==> src/rtl/bsg_fsb_node_ls_rx_fifo.sv <==
// Receive FIFO on the fsb side of the node->fsb level shifters, gated by an isolation/wake FSM.
// Optional: define BSG_FSB_NODE_LS_RX_FIFO_FLUSH_ON_ISO_EN to clear the FIFO whenever the node re-isolates.
module bsg_fsb_node_ls_rx_fifo #(
    parameter int width_p       = 5,
    parameter int els_p         = 4,
    parameter int wake_cycles_p = 8
) (
    input  logic                       clk_i,
    input  logic                       reset_i,
    input  logic                       en_ls_i,
    input  logic                       node_v_i,
    input  logic [width_p-1:0]         node_data_i,
    output logic                       node_ready_o,
    output logic                       fsb_v_o,
    output logic [width_p-1:0]         fsb_data_o,
    input  logic                       fsb_yumi_i,
    output logic                       iso_o,
    output logic [$clog2(els_p+1)-1:0] count_o
);

    localparam int ptr_w_lp  = $clog2(els_p);
    localparam int cnt_w_lp  = $clog2(els_p + 1);
    localparam int wake_w_lp = (wake_cycles_p > 1) ? $clog2(wake_cycles_p) : 1;

    typedef enum logic [1:0] {
        ST_ISO    = 2'd0,
        ST_WAKE   = 2'd1,
        ST_ACTIVE = 2'd2
    } state_e;

    state_e                 state_q, state_d;
    logic [wake_w_lp-1:0]   wake_cnt_q, wake_cnt_d;
    logic [ptr_w_lp-1:0]    wr_ptr_q, wr_ptr_d;
    logic [ptr_w_lp-1:0]    rd_ptr_q, rd_ptr_d;
    logic [cnt_w_lp-1:0]    count_q, count_d;
    logic [width_p-1:0]     mem_q [els_p];

    logic full, empty, enq, deq, flush;

    always_ff @(posedge clk_i) begin
        if (!reset_i) begin
            state_q    <= ST_ISO;
            wake_cnt_q <= '0;
        end else begin
            state_q    <= state_d;
            wake_cnt_q <= wake_cnt_d;
        end
    end

    always_comb begin
        state_d    = state_q;
        wake_cnt_d = wake_cnt_q;
        case (state_q)
            ST_ISO: begin
                if (en_ls_i) begin
                    state_d    = ST_WAKE;
                    wake_cnt_d = wake_w_lp'(wake_cycles_p - 1);
                end
            end
            ST_WAKE: begin
                if (!en_ls_i)
                    state_d = ST_ISO;
                else if (wake_cnt_q == '0)
                    state_d = ST_ACTIVE;
                else
                    wake_cnt_d = wake_cnt_q - wake_w_lp'(1);
            end
            ST_ACTIVE: begin
                if (!en_ls_i)
                    state_d = ST_ISO;
            end
            default: state_d = ST_ISO;
        endcase
    end

    // Ready tracks en_ls_i combinationally so a falling enable blocks the same-cycle word.
    always_comb begin
        iso_o        = (state_q != ST_ACTIVE);
        node_ready_o = (state_q == ST_ACTIVE) && en_ls_i && !full;
    end

`ifdef BSG_FSB_NODE_LS_RX_FIFO_FLUSH_ON_ISO_EN
    assign flush = (state_q != ST_ISO) && (state_d == ST_ISO);
`else
    assign flush = 1'b0;
`endif

    assign full    = (count_q == cnt_w_lp'(els_p));
    assign empty   = (count_q == '0);
    assign enq     = node_v_i && node_ready_o;
    assign deq     = fsb_yumi_i && !empty;

    assign fsb_v_o    = !empty;
    assign fsb_data_o = empty ? '0 : mem_q[rd_ptr_q];
    assign count_o    = count_q;

    // Pointers rely on els_p being a power of two to wrap for free.
    always_comb begin
        wr_ptr_d = wr_ptr_q;
        rd_ptr_d = rd_ptr_q;
        count_d  = count_q;
        if (flush) begin
            wr_ptr_d = '0;
            rd_ptr_d = '0;
            count_d  = '0;
        end else begin
            if (enq) wr_ptr_d = wr_ptr_q + ptr_w_lp'(1);
            if (deq) rd_ptr_d = rd_ptr_q + ptr_w_lp'(1);
            if (enq && !deq)
                count_d = count_q + cnt_w_lp'(1);
            else if (!enq && deq)
                count_d = count_q - cnt_w_lp'(1);
        end
    end

    always_ff @(posedge clk_i) begin
        if (!reset_i) begin
            wr_ptr_q <= '0;
            rd_ptr_q <= '0;
            count_q  <= '0;
        end else begin
            wr_ptr_q <= wr_ptr_d;
            rd_ptr_q <= rd_ptr_d;
            count_q  <= count_d;
        end
    end

    always_ff @(posedge clk_i) begin
        if (enq)
            mem_q[wr_ptr_q] <= node_data_i;
    end

    yumi_when_empty: assert property (@(posedge clk_i) disable iff (!reset_i)
                                      !(fsb_yumi_i && empty));

endmodule

==> config.mk <==
export PLATFORM = sky130hd
export DESIGN_NAME = bsg_fsb_node_ls_rx_fifo
export DESIGN_NICKNAME = d
export VERILOG_FILES = /design/src/rtl/bsg_fsb_node_ls_rx_fifo.sv
export SDC_FILE = /design/constraint.sdc
export NUM_CORES = 1
export LEC_CHECK = 0
export BUFFER_PORTS_ARGS = -buffer_cell sky130_fd_sc_hd__buf_2
export CAP_MARGIN = 40
export CORE_MARGIN = 2
export CORE_UTILIZATION = 50
export DETAILED_ROUTE_END_ITERATION = 8
export PLACE_DENSITY = 0.75
export SETUP_SLACK_MARGIN = 0.05
export SYNTH_ARGS = -nofsm -noshare
export SYNTH_HDL_FRONTEND = slang
export SYNTH_SLANG_ARGS = --single-unit
==> constraint.sdc <==
create_clock -name clk_i -period 5.35 [get_ports clk_i]
set_input_delay 0.2675 -clock clk_i [delete_from_list [all_inputs] [get_ports clk_i]]
set_output_delay 0.2675 -clock clk_i [all_outputs]
set_load 0.005 [all_outputs]
==> metrics.txt <==
Max Slew Vio Count=0; Synth Warn #=0; setup TNS=0 ps; first-pass GRT wire length=roughly 4200 um; mux cell area share after synthesis=0.09337; fin util=0.5756; core region area=between 2000 and 3000 um2; fin area=around 1700 um2; Gate Count Post-Synth=approximately 110; TritonCTS clock tree=done; setup bufs post-CTS=0; Clock transition at path regs=roughly 110 ps; VDD IR max=221.5 uV; leakage=0.0006756 uW; Fmax=411.8 MHz; Critical Path Source Type=flop; Worst EP arrival=around 2700 ps; DR iter-0 viols=13; die height=59.28 um; post-cts sizing count=0; TritonCTS Sinks=34; wire length per cell=14.77 um; Top Ports=21; HPWL after DPL=1878 um; clock buffer depth=2; # port buffers=20; final wirelength=2481 um; worst min path class=input port to flop; RSZ-0062 raised after global routing=no; cell-internal power=479.1 uW; run status=completed; GP Congestion=0.7213; Non-Filler Instances=168; P_sw=226.7 uW; kind of critical path=flop to flop; fraction of layout cells with a size suffix above 1=0.2741; Root Driver=clkbuf_4; starting density of the core=0.5130; Die Wd=59.28 um; Netlist Area Pre-Place=~1500 um2; pwr/cell area=411.7 nW/um2; crit share post-route=0.4539; register area share after synthesis=0.5766; largest family of logic cells by synthesized area=simple AND/OR/NAND/NOR gates; Yosys top cell by area=edfxtp_1; Crit Path Max Fanout=7; antenna cells=0; Final #Nets=152; routed vias=903; xor and xnor area share after synthesis=0.01720; Net Count, Synth=around 130; Clock Power Share=0.188; Placed Area=1660 um2; Post-CTS Hold Buffers=0; sw frac=0.3212; All-Layer GR Usage=0.1703; Synth Register Bits=34; DR DRC count=0; fraction of the mapped netlist area in adder cells=0.07043; Synth Area in Compound Gates=0.07535; Overflow after GRT=0; post-route ant nets=0; Max-Cap Viols=0; final hold viol count=0; Yosys cell types=31; dpl cells=160; CP endpoint kind=flop; sequential share of power=0.487; top cells by area, synth=edfxtp_1 39%, dfxtp_1 18%, mux4_2 7.4%; Worst slew margin=0.6910; Avg Inst Size Synth=between 10 and 15 um2; combinational power share=0.324; die area=3514 um2; H-tree depth=2; vias in the first global route=943; antenna violations before repair=0; largest net degree at the start of global routing=16; Placement Rows=20; setup violators final=0; CP Data Required Time=~5600 ps; post-synth top area share=0.3931; minimum clock period=2428 ps; total CTS buffers=5; clock skew=9.132 ps; flop2flop setup slack=2920 ps; worst skew pair latency=about 330 ps; Tot Pwr=about 710 uW; Worst Max-Slew Pin Slew=about 460 ps; DR vias/cell=5.375; drt pass-1 iters=6; fillers=~250; simple-gate share of the synthesized area=0.1441; synth-to-layout area growth=12.20%
[synth_stat cells, drive strengths merged]
| library cell | number |
|---|---|
| a211oi | 1 |
| a21boi | 3 |
| a21oi | 4 |
| and2 | 8 |
| and2b | 5 |
| buf | 1 |
| clkbuf | 1 |
| dfxtp | 14 |
| edfxtp | 20 |
| fa | 1 |
| ha | 7 |
| inv | 7 |
| mux2i | 3 |
| mux4 | 5 |
| nand2 | 6 |
| nand2b | 2 |
| nand3 | 1 |
| nand3b | 2 |
| nand4b | 1 |
| nor2 | 1 |
| nor2b | 3 |
| nor3 | 1 |
| o21a | 1 |
| o21ai | 2 |
| o221a | 2 |
| o31ai | 1 |
| or3 | 2 |
| or3b | 1 |
| xnor2 | 2 |
| xor2 | 1 |
[critical path: stages (launching register included)]
cell and delay, ps:
dfxtp_1 510, nor2_2 110, a211oi_4 380, ha_1 260
inv_1 80, fa_1 390, xor2_1 180, or3_1 310
a21boi_1 140
[layer usage]
metal  global-route usage  share of wire  wire (um)  vias to the layer above
met5                    0              0          0                        -
met4              0.05844          0.012         31                        0
li1                     -              -          -                      444
met1               0.1827           0.41       1023                      440
met2               0.2983           0.54       1330                       15
met3              0.07205          0.039         96                        4
[path summary, 6_finish.rpt]
| check | startpoint | depth (start not counted) | to |
|---|---|---|---|
| worst max-delay path | count_o[0] | 8 | count_o[2] |
| worst min-delay path | node_data_i[3] | 1 | mem_q[0][3] |
| worst max register to register | count_o[0] | 8 | count_o[2] |
| worst min register to register | rd_ptr_q[1] | 2 | rd_ptr_q[1] |
[power groups by stage]
stage | clock network (uW) | registers [uW] | logic, uW
final | 133 | 344 | 229
after floorplan | 0 | 336 | 164
after detailed placement | 0 | 351 | 232
after global placement | 0 | 348 | 225
after CTS | 139 | 345 | 234
after global routing | 150 | 351 | 256
[cell type report]
cell class / count / area [um2] / share of cell area
clock buffers: 5 / 37.54 / 0.02190
clock inverters: 3 / 16.27 / 0.009489
repair buffers: 20 / 100.1 / 0.05839
inverters: 7 / 26.28 / 0.01533
well taps: 33 / 41.29 / 0.02409
multi-input cells: 66 / 611.8 / 0.3569
flip-flops and latches: 34 / 880.8 / 0.5139
[stage by stage]
step / hold WS, ps / setup WS (ps)
6_report: 142.6 / 2922
5_1_grt: 110.3 / 2789
4_1_cts: 127.4 / 2933
3_5_place_dp: 490.5 / 2956
3_3_place_gp: 474.2 / 3103
2_1_floorplan: 366.4 / 3140
[state kept, by name (all words and copies together) (netlist names), named ones only]
| signal | count |
|---|---|
| rd_ptr_q | 2 |
| count_o | 3 |
| mem_q | 20 |
| state_q | 2 |
| wr_ptr_q | 2 |
| wake_cnt_q | 3 |
[cell usage in the layout (no fill, tap or decap), drive strengths merged, types with 3 or more instances in the layout]
master,netlist,layout
mux2i,3,3
and2b,5,5
a21oi,4,4
inv,7,7
nor2b,3,3
nand2,6,6
buf,1,20
and2,8,8
dfxtp,14,14
a21boi,3,3
ha,7,7
edfxtp,20,20
mux4,5,5
clkbuf,1,5
[cells by family after synthesis]
group | count (synthesis)
multiplexers | 8
XOR/XNOR | 3
adder cells (fa/ha/maj) | 8
AO/OA/AOI/OAI | 14
flip-flops | 34
AND/OR/NAND/NOR | 33
buffers and inverters | 9
Note: power is estimated with default switching activity, not from simulation.
